**config.mk**
```make
export PLATFORM = sky130hd
export DESIGN_NAME = gray_step_arbiter
export DESIGN_NICKNAME = d
export VERILOG_FILES = /design/src/rtl/gray_step_arbiter.sv
export SDC_FILE = /design/constraint.sdc
export NUM_CORES = 1
export LEC_CHECK = 0
export CORE_ASPECT_RATIO = 0.9
export CORE_MARGIN = 10
export CORE_UTILIZATION = 40
export DETAILED_ROUTE_END_ITERATION = 6
export DONT_BUFFER_PORTS = 1
export GPL_ROUTABILITY_DRIVEN = 0
export GPL_TIMING_DRIVEN = 0
export PLACE_DENSITY_LB_ADDON = 0.12
export SLEW_MARGIN = 0
export SYNTH_ARGS = -nofsm -noshare
export SYNTH_HDL_FRONTEND = slang
export SYNTH_SLANG_ARGS = --single-unit
```
**constraint.sdc**
```tcl
create_clock -name Clk -period 2.86 [get_ports Clk]
set_input_delay 0.143 -clock Clk [delete_from_list [all_inputs] [get_ports Clk]]
set_output_delay 0.143 -clock Clk [all_outputs]
set_load 0.05 [all_outputs]
```
**src/rtl/gray_step_arbiter.sv**
```systemverilog
// Round-robin arbiter that shares one external 3-bit gray counter between two requesters.
// Each granted job optionally clears the counter, steps it N times, then reports code and overflow.
module gray_step_arbiter #(
  parameter int STEP_W = 4,
  parameter int CODE_W = 3
) (
  input  logic              Clk,
  input  logic              Reset_n,
  input  logic              Req0,
  input  logic              Req1,
  input  logic [STEP_W-1:0] Steps0,
  input  logic [STEP_W-1:0] Steps1,
  input  logic              Clr0,
  input  logic              Clr1,
  output logic              Gnt0,
  output logic              Gnt1,
  output logic              Done0,
  output logic              Done1,
  output logic [CODE_W-1:0] Result,
  output logic              Ovf,
  output logic              Busy,
  output logic              Cnt_Reset,
  output logic              Cnt_En,
  input  logic [CODE_W-1:0] Cnt_Value,
  input  logic              Cnt_Overflow
);

  typedef enum logic [1:0] {
    ST_IDLE  = 2'd0,
    ST_CLEAR = 2'd1,
    ST_RUN   = 2'd2,
    ST_DONE  = 2'd3
  } state_t;

  state_t              state_q, state_d;
  logic [STEP_W-1:0]   remain_q, remain_d;
  logic                id_q, id_d;
  logic                last_q, last_d;
  logic                gnt0_q, gnt0_d;
  logic                gnt1_q, gnt1_d;
  logic                done0_q, done0_d;
  logic                done1_q, done1_d;
  logic [CODE_W-1:0]   result_q, result_d;
  logic                ovf_q, ovf_d;
  logic                busy_q;
  logic                cnt_reset_q;
  logic                cnt_en_q;

  logic                elig0_s, elig1_s;
  logic                pick_s;
  logic [STEP_W-1:0]   steps_sel_s;
  logic                clr_sel_s;

  // A requester whose Done pulse is showing is not eligible, so it cannot be re-granted back to back.
  assign elig0_s = Req0 & ~done0_q;
  assign elig1_s = Req1 & ~done1_q;

  // Next-state logic: arbitration, step countdown and result capture.
  always_comb begin
    state_d     = state_q;
    remain_d    = remain_q;
    id_d        = id_q;
    last_d      = last_q;
    gnt0_d      = gnt0_q;
    gnt1_d      = gnt1_q;
    done0_d     = 1'b0;
    done1_d     = 1'b0;
    result_d    = result_q;
    ovf_d       = ovf_q;

    if (elig0_s && elig1_s) begin
      pick_s = ~last_q;
    end else if (elig1_s) begin
      pick_s = 1'b1;
    end else begin
      pick_s = 1'b0;
    end
    steps_sel_s = pick_s ? Steps1 : Steps0;
    clr_sel_s   = pick_s ? Clr1 : Clr0;

    case (state_q)
      ST_IDLE: begin
        if (elig0_s || elig1_s) begin
          id_d     = pick_s;
          last_d   = pick_s;
          remain_d = steps_sel_s;
          gnt0_d   = ~pick_s;
          gnt1_d   = pick_s;
          if (clr_sel_s) begin
            state_d = ST_CLEAR;
          end else if (steps_sel_s != '0) begin
            state_d = ST_RUN;
          end else begin
            state_d = ST_DONE;
          end
        end else begin
          state_d = ST_IDLE;
        end
      end
      ST_CLEAR: begin
        if (remain_q != '0) begin
          state_d = ST_RUN;
        end else begin
          state_d = ST_DONE;
        end
      end
      ST_RUN: begin
        remain_d = remain_q - STEP_W'(1);
        // RUN is only entered with a non-zero count; <= guards against an impossible zero.
        if (remain_q <= STEP_W'(1)) begin
          state_d = ST_DONE;
        end else begin
          state_d = ST_RUN;
        end
      end
      ST_DONE: begin
        result_d = Cnt_Value;
        ovf_d    = Cnt_Overflow;
        done0_d  = ~id_q;
        done1_d  = id_q;
        gnt0_d   = 1'b0;
        gnt1_d   = 1'b0;
        state_d  = ST_IDLE;
      end
      default: begin
        state_d = ST_IDLE;
      end
    endcase
  end

  // State and output registers; counter controls are registered from the next state.
  always_ff @(posedge Clk or negedge Reset_n) begin
    if (!Reset_n) begin
      state_q     <= ST_IDLE;
      remain_q    <= '0;
      id_q        <= 1'b0;
      last_q      <= 1'b1;
      gnt0_q      <= 1'b0;
      gnt1_q      <= 1'b0;
      done0_q     <= 1'b0;
      done1_q     <= 1'b0;
      result_q    <= '0;
      ovf_q       <= 1'b0;
      busy_q      <= 1'b0;
      cnt_reset_q <= 1'b0;
      cnt_en_q    <= 1'b0;
    end else begin
      state_q     <= state_d;
      remain_q    <= remain_d;
      id_q        <= id_d;
      last_q      <= last_d;
      gnt0_q      <= gnt0_d;
      gnt1_q      <= gnt1_d;
      done0_q     <= done0_d;
      done1_q     <= done1_d;
      result_q    <= result_d;
      ovf_q       <= ovf_d;
      busy_q      <= (state_d != ST_IDLE);
      cnt_reset_q <= (state_d == ST_CLEAR);
      cnt_en_q    <= (state_d == ST_RUN);
    end
  end

  assign Gnt0      = gnt0_q;
  assign Gnt1      = gnt1_q;
  assign Done0     = done0_q;
  assign Done1     = done1_q;
  assign Result    = result_q;
  assign Ovf       = ovf_q;
  assign Busy      = busy_q;
  assign Cnt_Reset = cnt_reset_q;
  assign Cnt_En    = cnt_en_q;

endmodule
```
==> out/qor.csv <==
metric;value;unit
largest net degree at the start of global routing;20;
fmax;0.497;GHz
Worst-Skew Late Latency;0.29;ns
Vias/cell;5.61;
LEAKAGE;0.000544;µW
Int Power;759;µW
root buffer cell;clkbuf_4;
top routing layer in use;met4;
share of the synthesized area in the top cell type;40.5;%
cts bufs inserted;3;
Mapped Cells;101;
Post-DRT Antenna Nets;0;
most frequent cells in the layout;dfrtp_1 (18), inv_1 (7), nor2_1 (7), ha_1 (7);
Syn-to-layout area delta;10.2;%
CP top delay family;compound AO/OA/AOI/OAI gates;
CP peak stage delay;0.58;ns
fin crit period;2.01;ns
gr usage total;9.38;%
final worst-path cycle share;70.3;%
Critical Path, Cell by Cell;nand2b_4 -> buf_6 -> a31oi_4 -> mux2_4 -> a32o_1;
starting DRC count in detailed routing;24;
synth unique cells;37;
post-layout instance area;1230;µm²
Slew Limit Fails;0;
DP Area;1150;µm²
footprint of the multi-input gates;584;µm²
endpoints failing setup;0;
Post-Route M1 WL;967;µm
Remaining Overflow, GRT;0;
P_sw;729;µW
# rows;18;
RSZ-0062 raised after global routing;false;
Nets;136;
commonest non-fill, non-tap cell in the layout;dfrtp_1;
crit path capture type;flip-flop;
worst hold path class;in -> reg;
Antenna Cells;0;
Via Count;785;
Clock transition at path regs;0.11;ns
Flop pwr share;49.7;%
crit path kind;reg -> reg;
dpl hpwl;1890;µm
Fillers;271;
VDD IR max;0.587;mV
Post-route DRC;0;
clk buf depth;2;
status;completed;
final hold violation count;0;
CP max stage cell;dfrtp_1;
htree depth;1;
first-pass GRT wire length;3840;µm
die area;5290;µm²
CTS sink count;19;
Worst Max-Slew Pin Slew;0.865;ns
CP Max Fanout;10;
PnR worst setup slack;0.849;ns
Placement Setup Slack;0.861;ns
CP required;3.04;ns
CTS tree;built;
IO Pins;29;
Port Buffers;0;
share of layout cells above drive strength 1;17.3;%
Die Height;70.0;µm
Reg area;477;µm²
area leader, netlist;dfrtp_1;
syn_nets;126;
synthesized area;1110;µm²
Setup Skew;0.00809;ns
starting density of the core;41.2;%
worst hold slack;0.0358;ns
#FFs+latches synth;19;
Crit path arrival time;2.19;ns
MaxCap Viol Count;0;
pwr/cell area;1210;nW/µm²
drt first pass iters;4;
vias in the first global route;864;
Final Routed Wirelength;2380;µm
wire per inst;17.0;µm
CTS resizes;0;
metal2 WL;1230;µm
switch share;49.0;%
Power Total;1490;µW
CP bufs+invs;1;
die width;75.6;µm
Slew HR;42.2;%
sequential cell area fraction in the yosys report;42.9;%
clock power share;9.1;%
DR WL met3;123;µm
combinational power share;41.2;%
syn_area_per_cell;11.0;µm²
core area;2700;µm²
final setup TNS;0;ns
Setup crit start kind;flip-flop;
Area contributors post-synth;dfrtp_1 (40%), ha_1 (7.9%), mux2i_1 (4.5%), mux2_2 (4.0%), a32o_1 (2.7%);
Synthesis Warnings;0;
antenna violations before repair;0;
## synth_stat cells
library cell	number
dfrtp_1	18
ha_1	7
inv_1	7
nor2_1	7
mux2i_1	5
nand2_1	5
mux2_2	4
o21ai_0	4
a22o_1	3
a32o_1	3
nand2b_1	3
nor4_1	3
a21oi_1	2
a31oi_1	2
buf_2	2
mux2_4	2
nand3_1	2
nor2b_1	2
o21ai_1	2
a31o_1	1
a31oi_2	1
a31oi_4	1
and2_1	1
and3b_1	1
buf_6	1
clkbuf_1	1
dfstp_2	1
mux2_1	1
nand2b_4	1
o211a_1	1
o21a_1	1
o21ba_2	1
o221a_4	1
o22a_1	1
o22ai_1	1
or2_2	1
or3_1	1
## path summary, 6_finish.rpt
kind	slack [ns]	depth (start not counted)	startpoint	endpoint
worst max-delay path	0.85	5	Done1$_DFF_PN0_	Cnt_Reset$_DFF_PN0_
worst min-delay path	0.04	2	Steps0[0]	remain_q[0]$_DFFE_PN0P_
worst max register to register	0.85	5	Done1$_DFF_PN0_	Cnt_Reset$_DFF_PN0_
worst min register to register	0.45	1	id_q$_DFFE_PN0P_	Done0$_DFF_PN0_
max in group asynchronous	1.93	1	Reset_n	Result[0]$_DFFE_PN0P_
min in group asynchronous	0.40	1	Reset_n	remain_q[0]$_DFFE_PN0P_
## worst reg2reg max path: stages (launching register included)
cell	delay (ns)
dfrtp_1	0.58
nand2b_4	0.23
buf_6	0.13
a31oi_4	0.36
mux2_4	0.35
a32o_1	0.25
## cell families (layout without fill, tap and decap cells)
group / Yosys count / count (layout) / synth area share [%]
AND/OR/NAND/NOR: 27 / 27 / 13.2
multiplexers: 12 / 12 / 12.3
buffers and inverters: 11 / 20 / 4.61
AO/OA/AOI/OAI: 25 / 25 / 19.2
adder cells (fa/ha/maj): 7 / 7 / 7.87
flip-flops: 19 / 19 / 42.9
## routing by layer
metal	track usage (%)	vias up
met5	0	-
li1	-	382
met3	3.39	4
met1	10.3	387
met4	4.33	0
met2	15.5	12
## state kept, by name (all words and copies together) (netlist names)
name       count
remain_q       4
Result         3
state_q        2
Busy           1
Cnt_En         1
Cnt_Reset      1
Done0          1
Done1          1
Gnt0           1
Gnt1           1
Ovf            1
id_q           1
last_q         1
## power by group through the flow
stage / logic (µW) / registers (µW) / clock network (µW)
after floorplan: 511 / 717 / 0
after global placement: 596 / 748 / 0
after detailed placement: 609 / 752 / 0
after CTS: 621 / 745 / 140
after global routing: 690 / 763 / 157
final: 613 / 740 / 135
## final cells by class
class | instances | share of cell area, %
Clock buffer | 4 | 2.14
Sequential cell | 19 | 38.9
Tap cell | 30 | 3.06
Multi-Input combinational cell | 71 | 47.7
Buffer | 4 | 2.04
Inverter | 7 | 2.14
Timing Repair Buffer | 5 | 4.08
## through the flow
| stage | util (%) | instances |
|---|---|---|
| after floorplan | - | 101 |
| after global placement | 42.5 | 131 |
| after detailed placement | 42.5 | 131 |
| after CTS | 45.4 | 140 |
| after global routing | 45.4 | 140 |
| final | 45.4 | 140 |
## repair_timing
item | 4_1_cts | 5_1_grt
hold buffers | 5 | 0
endpoints found under the hold margin | 23 | 0
setup buffers | 0 | 0
No activity file was read; power rests on OpenSTA's default activity.
